**src/rtl/achannel_rx_fifo_pkg.sv**
```systemverilog
// Shared constants for the RMI receive-path FIFO: message geometry and address byte offsets.
`timescale 1ns/1ps
package achannel_rx_fifo_pkg;
    localparam int SIZE_DATA        = 56;
    localparam int RMI_MSG_SIZE_DEF = SIZE_DATA + 24;
    localparam int LOG2_DEPTH_DEF   = 2;
    // Physical origin address bytes sit above the payload: X, then Y, then local on top.
    localparam int ADDR_X_LSB       = SIZE_DATA;
    localparam int ADDR_Y_LSB       = SIZE_DATA + 8;
    localparam int ADDR_LOCAL_LSB   = SIZE_DATA + 16;
endpackage

```
**src/rtl/achannel_fifo_mem.sv**
```systemverilog
// Simple dual-port message storage: registered write, combinational read, no reset.
`timescale 1ns/1ps
module achannel_fifo_mem
    import achannel_rx_fifo_pkg::*;
#(
    parameter int RMI_MSG_SIZE = RMI_MSG_SIZE_DEF,
    parameter int LOG2_DEPTH   = LOG2_DEPTH_DEF
) (
    input  logic                    clk_i,
    input  logic                    we_i,
    input  logic [LOG2_DEPTH-1:0]   waddr_i,
    input  logic [RMI_MSG_SIZE-1:0] wdata_i,
    input  logic [LOG2_DEPTH-1:0]   raddr_i,
    output logic [RMI_MSG_SIZE-1:0] rdata_o
);
    localparam int DEPTH = 2 ** LOG2_DEPTH;

    logic [RMI_MSG_SIZE-1:0] mem_q [DEPTH];

    always_ff @(posedge clk_i) begin
        if (we_i) begin
            mem_q[waddr_i] <= wdata_i;
        end
    end

    assign rdata_o = mem_q[raddr_i];
endmodule

```
**src/rtl/achannel_rx_fifo.sv**
```systemverilog
// Elastic buffer between the RTSNoC bridge rx achannel and an HLS component input achannel.
`timescale 1ns/1ps
module achannel_rx_fifo
    import achannel_rx_fifo_pkg::*;
#(
    parameter int RMI_MSG_SIZE = RMI_MSG_SIZE_DEF,
    parameter int LOG2_DEPTH   = LOG2_DEPTH_DEF
) (
    input  logic                    clk_i,
    input  logic                    rst_n_i,
    input  logic [RMI_MSG_SIZE-1:0] br_z_i,
    input  logic                    br_vz_i,
    output logic                    br_lz_o,
    input  logic                    cmp_lz_i,
    output logic [RMI_MSG_SIZE-1:0] cmp_z_o,
    output logic                    cmp_vz_o,
    output logic [LOG2_DEPTH:0]     level_o,
    output logic                    overflow_o
);
    localparam int DEPTH = 2 ** LOG2_DEPTH;
    localparam int LW    = LOG2_DEPTH + 1;

    logic [LOG2_DEPTH-1:0]   wr_ptr_q, wr_ptr_d;
    logic [LOG2_DEPTH-1:0]   rd_ptr_q, rd_ptr_d;
    logic [LW-1:0]           level_q, level_d;
    logic                    br_lz_q, br_lz_d;
    logic                    cmp_vz_q, cmp_vz_d;
    logic [RMI_MSG_SIZE-1:0] cmp_z_q, cmp_z_d;
    logic                    ovf_q, ovf_d;
    logic [RMI_MSG_SIZE-1:0] head;
    logic                    wr_acc;
    logic                    rd_fire;

    assign wr_acc  = br_vz_i & br_lz_q;
    // A request seen while a pulse is out belongs to the previous handshake.
    assign rd_fire = cmp_lz_i & ~cmp_vz_q & (level_q != '0);

    always_comb begin
        level_d  = level_q + LW'(wr_acc) - LW'(rd_fire);
        wr_ptr_d = wr_acc  ? wr_ptr_q + 1'b1 : wr_ptr_q;
        rd_ptr_d = rd_fire ? rd_ptr_q + 1'b1 : rd_ptr_q;
        br_lz_d  = (level_d < LW'(DEPTH));
        cmp_vz_d = rd_fire;
        cmp_z_d  = rd_fire ? head : cmp_z_q;
        ovf_d    = ovf_q | (br_vz_i & ~br_lz_q);
    end

    always_ff @(posedge clk_i or negedge rst_n_i) begin
        if (!rst_n_i) begin
            wr_ptr_q <= '0;
            rd_ptr_q <= '0;
            level_q  <= '0;
            br_lz_q  <= 1'b0;
            cmp_vz_q <= 1'b0;
            cmp_z_q  <= '0;
            ovf_q    <= 1'b0;
        end else begin
            wr_ptr_q <= wr_ptr_d;
            rd_ptr_q <= rd_ptr_d;
            level_q  <= level_d;
            br_lz_q  <= br_lz_d;
            cmp_vz_q <= cmp_vz_d;
            cmp_z_q  <= cmp_z_d;
            ovf_q    <= ovf_d;
        end
    end

    achannel_fifo_mem #(
        .RMI_MSG_SIZE (RMI_MSG_SIZE),
        .LOG2_DEPTH   (LOG2_DEPTH)
    ) u_mem (
        .clk_i   (clk_i),
        .we_i    (wr_acc),
        .waddr_i (wr_ptr_q),
        .wdata_i (br_z_i),
        .raddr_i (rd_ptr_q),
        .rdata_o (head)
    );

    assign br_lz_o    = br_lz_q;
    assign cmp_vz_o   = cmp_vz_q;
    assign cmp_z_o    = cmp_z_q;
    assign level_o    = level_q;
    assign overflow_o = ovf_q;
endmodule

```
**config.mk**
```make
export PLATFORM = sky130hd
export DESIGN_NAME = achannel_rx_fifo
export DESIGN_NICKNAME = d
export VERILOG_FILES = /design/src/rtl/achannel_rx_fifo_pkg.sv /design/src/rtl/achannel_fifo_mem.sv /design/src/rtl/achannel_rx_fifo.sv
export SDC_FILE = /design/constraint.sdc
export NUM_CORES = 1
export LEC_CHECK = 0
export ABC_AREA = 1
export ABC_CLOCK_PERIOD_IN_PS = 6040
export CORE_MARGIN = 4
export CORE_UTILIZATION = 40
export CTS_BUF_LIST = sky130_fd_sc_hd__clkbuf_8
export DETAILED_ROUTE_END_ITERATION = 16
export SETUP_SLACK_MARGIN = 0.02
export SYNTH_ARGS = -nofsm -noshare
export SYNTH_HDL_FRONTEND = slang
export SYNTH_SLANG_ARGS = --single-unit
export TNS_END_PERCENT = 50
```
**constraint.sdc**
```tcl
create_clock -name clk_i -period 6.04 [get_ports clk_i]
set_input_delay 0.906 -clock clk_i [delete_from_list [all_inputs] [get_ports clk_i]]
set_output_delay 0.906 -clock clk_i [all_outputs]
set_load 0.02 [all_outputs]
```
# Yosys cells after proc, flatten, opt, wreduce, memory -nomap -nowiden
# Memory sizes are Yosys's and may differ from the RTL's. A register that Yosys moved wholly into a read port is not among the register bits.
# Index checks and enable logic that the tools add are counted.
# totals
ff_bits,10
ramBits,320
in_bits,84
output_inout_bits,86
word_cells,23
n_memories,1
# memory_table
memory,depth,width,read_ports,rd_clocked_by_memory_dff,write_ports,line_no,text
u_mem.mem_q,4,80,1,1,1,achannel_fifo_mem.sv:18,logic [RMI_MSG_SIZE-1:0] mem_q [DEPTH];
# classes
addsub,4
magnitude_cmp,1
muxes,2
bitwise_logic,7
reduce_logical,2
# op_table
cell,n
"2-bit by 1-bit adder with 2-bit output, second input constant",2
1-bit AND,4
3-bit by 1-bit adder with 3-bit output,1
"3-bit less-than comparator, second input constant",1
3-bit nonzero test,1
3-bit by 1-bit subtractor with 3-bit output,1
1-bit two-way mux,2
1-bit inverter,2
1-bit logical NOT,1
1-bit bitwise OR,1

# Logic depth before layout (Yosys ltp)
# logic_depth
ltp_word,5
depth_mapped,10
ltp_nobuf,9

# Hierarchy
# A second synthesis with hierarchy kept.
# unflattened
hier_cells,1663
hier_area_um2,18258.8
# modules_own_cells
module,instances,cells_each,area_each_um2,seq_area_each_um2
achannel_fifo_mem,1,1261,14569.0,9609.2
achannel_rx_fifo,1,402,3689.8,2252.2

# Least setup slack after synthesis
# OpenSTA, ideal clock, no wires.
# synth_timing
kind,input to register
start,input port br_vz_i
end,"memory u_mem.mem_q[0][0] (netlist name), enable pin"
setup_time_ns,0.519
arrival_ns,4.424
t_required_ns,5.521
setup_slack_ns,1.097
cell_stages,2
path_buffers,0
cell_sequence,nand2_1 -> nor2_1
# synth_via
elab_chain_len,3
# synth_lines
element,line_no,text
start: declaration,achannel_rx_fifo.sv:12,"input logic br_vz_i,"
1-bit AND,achannel_rx_fifo.sv:34,assign wr_acc = br_vz_i & br_lz_q;
1-bit two-way mux,achannel_fifo_mem.sv:21,if (we_i) begin
1-bit two-way mux (not written as such),achannel_fifo_mem.sv:22,mem_q[waddr_i] <= wdata_i;
end: declaration,achannel_fifo_mem.sv:18,
# Every way passes these cells.

# Worst setup path after layout
# layout_timing
start,input port br_vz_i
end,"memory u_mem.mem_q[2][19] (netlist name), enable pin"
# The elaborated chain is that of the path after synthesis.

==> flow_metrics.env <==
export IMPL_status="finished, final reports clean"
export IMPL_cts_resized=0
export IMPL_critPathSlowestCell="buf_4"
export IMPL_vias=10850
export IMPL_cp_max_fo=67
export IMPL_setup_viol=0
export IMPL_switchingPower_mw=3.420
export IMPL_synth_edf_count=320
export IMPL_drcViolationCount=0
export IMPL_irDropWorstVdd_mv=0.3111
export IMPL_track_usage_pct=16.52
export IMPL_swShare_pct=36.32
export IMPL_setup_tns_ps=0
export IMPL_r2r_end="cmp_z_o[57]"
export IMPL_synth_top_family_by_area="simple AND/OR/NAND/NOR gates"
export IMPL_maxSlewHeadroom_pct=24.97
export IMPL_cts_max_path_buffers=3
export IMPL_worst_path_buf_inv=2
export IMPL_seq_power_share_pct=41.5
export IMPL_first_iter_violations=589
export IMPL_synthFlopType="edfxtp_1"
export IMPL_worst_ep_arrival_time_ps=3130
export IMPL_muxShareOfSynthArea_pct=0
export IMPL_synth_xor_area_share_pct=0.2590
export IMPL_cts_setup_buffers=0
export IMPL_grt_max_degree=102
export IMPL_critPathCaptureType="flop"
export IMPL_hold_buffers=0
export IMPL_yosysTopAreaCell="edfxtp_1"
export IMPL_crit_family="buffers and inverters"
export IMPL_yosys_area_share_simple_pct=19.26
export IMPL_yosysSeqAreaShare_pct=70.14
export IMPL_cts_sinks=410
export IMPL_ys_top_cells_by_area="edfxtp_1 57%, nand2_1 14%, dfrtp_1 13%"
export IMPL_wl_per_cell_um=15.33
export IMPL_dpl_hpwl_um=21180
export IMPL_drv_slew=0
export IMPL_grt_first_pass_wirelength_um=58570
export IMPL_die_area_sq_mm=0.04563
export IMPL_placed_area_sq_mm=0.01906
export IMPL_synth_compound_area_share_pct=0.1332
export IMPL_antenna_found_initial=4
export IMPL_fin_util_pct=48.60
export IMPL_p_total_mw=9.418
export IMPL_start_kind="input pin"
export IMPL_synth_top_area_share_pct=56.82
export IMPL_start_util_pct=40.41
export IMPL_worstRegToRegCells=7
export IMPL_finalCritPeriodShare_pct=48.70
export IMPL_routed_via_density=4.482
export IMPL_yosys_warnings=0
export IMPL_core_area_sq_mm=0.04185
export IMPL_crit_chain="clkdlybuf4s50_1 -> nand2_1 -> nor2_4 -> buf_4"
export IMPL_h_tree_depth=3
export IMPL_cts_tree="yes"
export IMPL_syn_inst=1643
export IMPL_max_freq_mhz=340.0
export IMPL_rrSetupSlack_ps=3330
export IMPL_ios=170
export IMPL_synth_seq_cells=410
export IMPL_cp_required_ps=6230
export IMPL_finalWeightedCongestion=0.7004
export IMPL_synth_fa_ha_area_share_pct=0.5623
export IMPL_portBuffers=169
export IMPL_timing_rr_start="rd_ptr_q[0]"
export IMPL_wl_um=37100
export IMPL_synth_fp_nets=1734
export IMPL_clock_root_buffer="clkbuf_8"
export IMPL_final_layout_size_suffix_gt1_share_pct=5.745
export IMPL_critical_path_max_stage_delay_ps=890
export IMPL_fin_nets=1917
export IMPL_die_y_um=213.6
export IMPL_worstMarginPinSlew_ps=1125
export IMPL_numCtsBuffers=69
export IMPL_insertion_delay_ps=590
export IMPL_comb_power_share_pct=34.6
export IMPL_path_clk_slew_ps=60
export IMPL_clkPwrFrac_pct=23.9
export IMPL_ys_types=19
export IMPL_p_leak_nw=9.411
export IMPL_finalCriticalPeriod_ps=2942
export IMPL_async_flop_share_pct=21.95
export IMPL_fp_dieW_um=213.6
export IMPL_min_path_type="in -> async"
export IMPL_gr_total_overflow=0
export IMPL_rows=75
export IMPL_maxCapViolCount=0
export IMPL_internal_power_mw=5.998
export IMPL_fin_skew_ps=18.40
export IMPL_hold_viol=0
export IMPL_path_class="in -> reg"
export IMPL_ant_nets=0
export IMPL_power_density_mw_per_mm2=463.0
export IMPL_syn_cell_area_sq_mm=0.01691
export IMPL_areaGrowthSynthToFinish_pct=20.27
export IMPL_rsz0062_at_grt="false"
export IMPL_design_area_sq_mm=0.02034
export IMPL_first_pass_iters=6
export IMPL_syn_area_per_cell_sq_um=10.29
export IMPL_grt_pass1_vias=10920
==> worst max path at each step <==
stage / startpoint / endpoint / slack, ps / cells past startpoint
2_1_floorplan: br_vz_i / u_mem.mem_q[0][0] / 1100 / 2
3_3_place_gp: br_vz_i / u_mem.mem_q[2][0] / 2490 / 4
3_5_place_dp: br_vz_i / u_mem.mem_q[2][72] / 2450 / 4
4_1_cts: br_vz_i / u_mem.mem_q[2][66] / 3100 / 4
5_1_grt: br_vz_i / u_mem.mem_q[2][20] / 2970 / 4
6_report: br_vz_i / u_mem.mem_q[2][19] / 3100 / 4
==> cell usage after synthesis (2+ instances only) <==
cell and count:
nand2_1 647, inv_1 332, edfxtp_1 320, nand3_1 161, dfrtp_1 90, buf_2 32
buf_4 19, clkbuf_1 10, buf_1 7, ha_1 6, nor2_1 6, xor2_1 4
a21oi_1 2, inv_2 2
==> flip-flops by register name, summed over array words and instances, names as in the netlist <==
name,count
u_mem.mem_q,320
br_lz_o,1
level_o,3
cmp_z_o,80
cmp_vz_o,1
rd_ptr_q,2
wr_ptr_q,2
overflow_o,1
==> power by group through the flow <==
stage	combinational [mW]	sequential [mW]	clock (mW)
after floorplan	1.76	4.29	0
after global placement	3.29	3.95	0
after detailed placement	3.33	3.96	0
after CTS	3.34	3.91	2.33
after global routing	3.68	3.97	2.47
final	3.26	3.91	2.25
==> metrics by stage <==
step           worst slack, ps  hold WS [ps]  instances
4_1_cts                   3099         293.3       2419
5_1_grt                   2965         331.3       2420
3_3_place_gp              2493         459.0       2294
3_5_place_dp              2453         464.5       2294
2_1_floorplan             1097         556.6       1643
6_report                  3098         311.8       2420
==> layout make-up <==
class	count	area, sq um
Fill cell	3795	21510
Multi-Input combinational cell	830	3472
Clock buffer	78	1074
Inverter	334	1257
Clock inverter	47	198.9
Antenna cell	1	2.502
Sequential cell	410	11870
Timing Repair Buffer	181	1792
Tap cell	539	674.4
==> cells in the final DEF (no fill, tap or decap), types with 2 or more instances in the layout <==
cell | synthesis | routed
buf_4 | 19 | 12
clkinv_2 | 0 | 3
dfrtp_4 | 0 | 2
nor2_1 | 6 | 2
edfxtp_1 | 320 | 320
nand3_1 | 161 | 160
ha_1 | 6 | 6
clkinvlp_4 | 0 | 4
clkinv_1 | 0 | 7
xor2_1 | 4 | 4
nor2_4 | 0 | 4
clkbuf_8 | 0 | 78
dfrtp_1 | 90 | 88
nand2_1 | 647 | 647
inv_1 | 332 | 365
clkdlybuf4s50_1 | 0 | 168
==> kinds of logic (layout without fill, tap and decap cells) <==
family,Yosys count,count (layout)
simple gates,814,814
compound gates,4,4
other cells,0,1
flops,410,410
buf+inv,403,640
xor+xnor,5,5
fa+ha+maj,7,7
==> worst register-to-register path, cell delays in order (launching register included) <==
cell and delay, ps:
dfrtp_4 420, buf_4 840, buf_4 810, nand2_1 140, nand3_1 100, nand2_1 140
nand2_1 90, nand2_1 60
==> metal layers <==
metal	part of all wire (%)	track usage, %	vias up
li1	-	-	5452
met1	44	21.07	5120
met2	49	28.11	206
met3	4.8	3.614	62
met4	2.1	5.760	6
met5	0.15	0	-
Power figures use the tool's default switching activity.
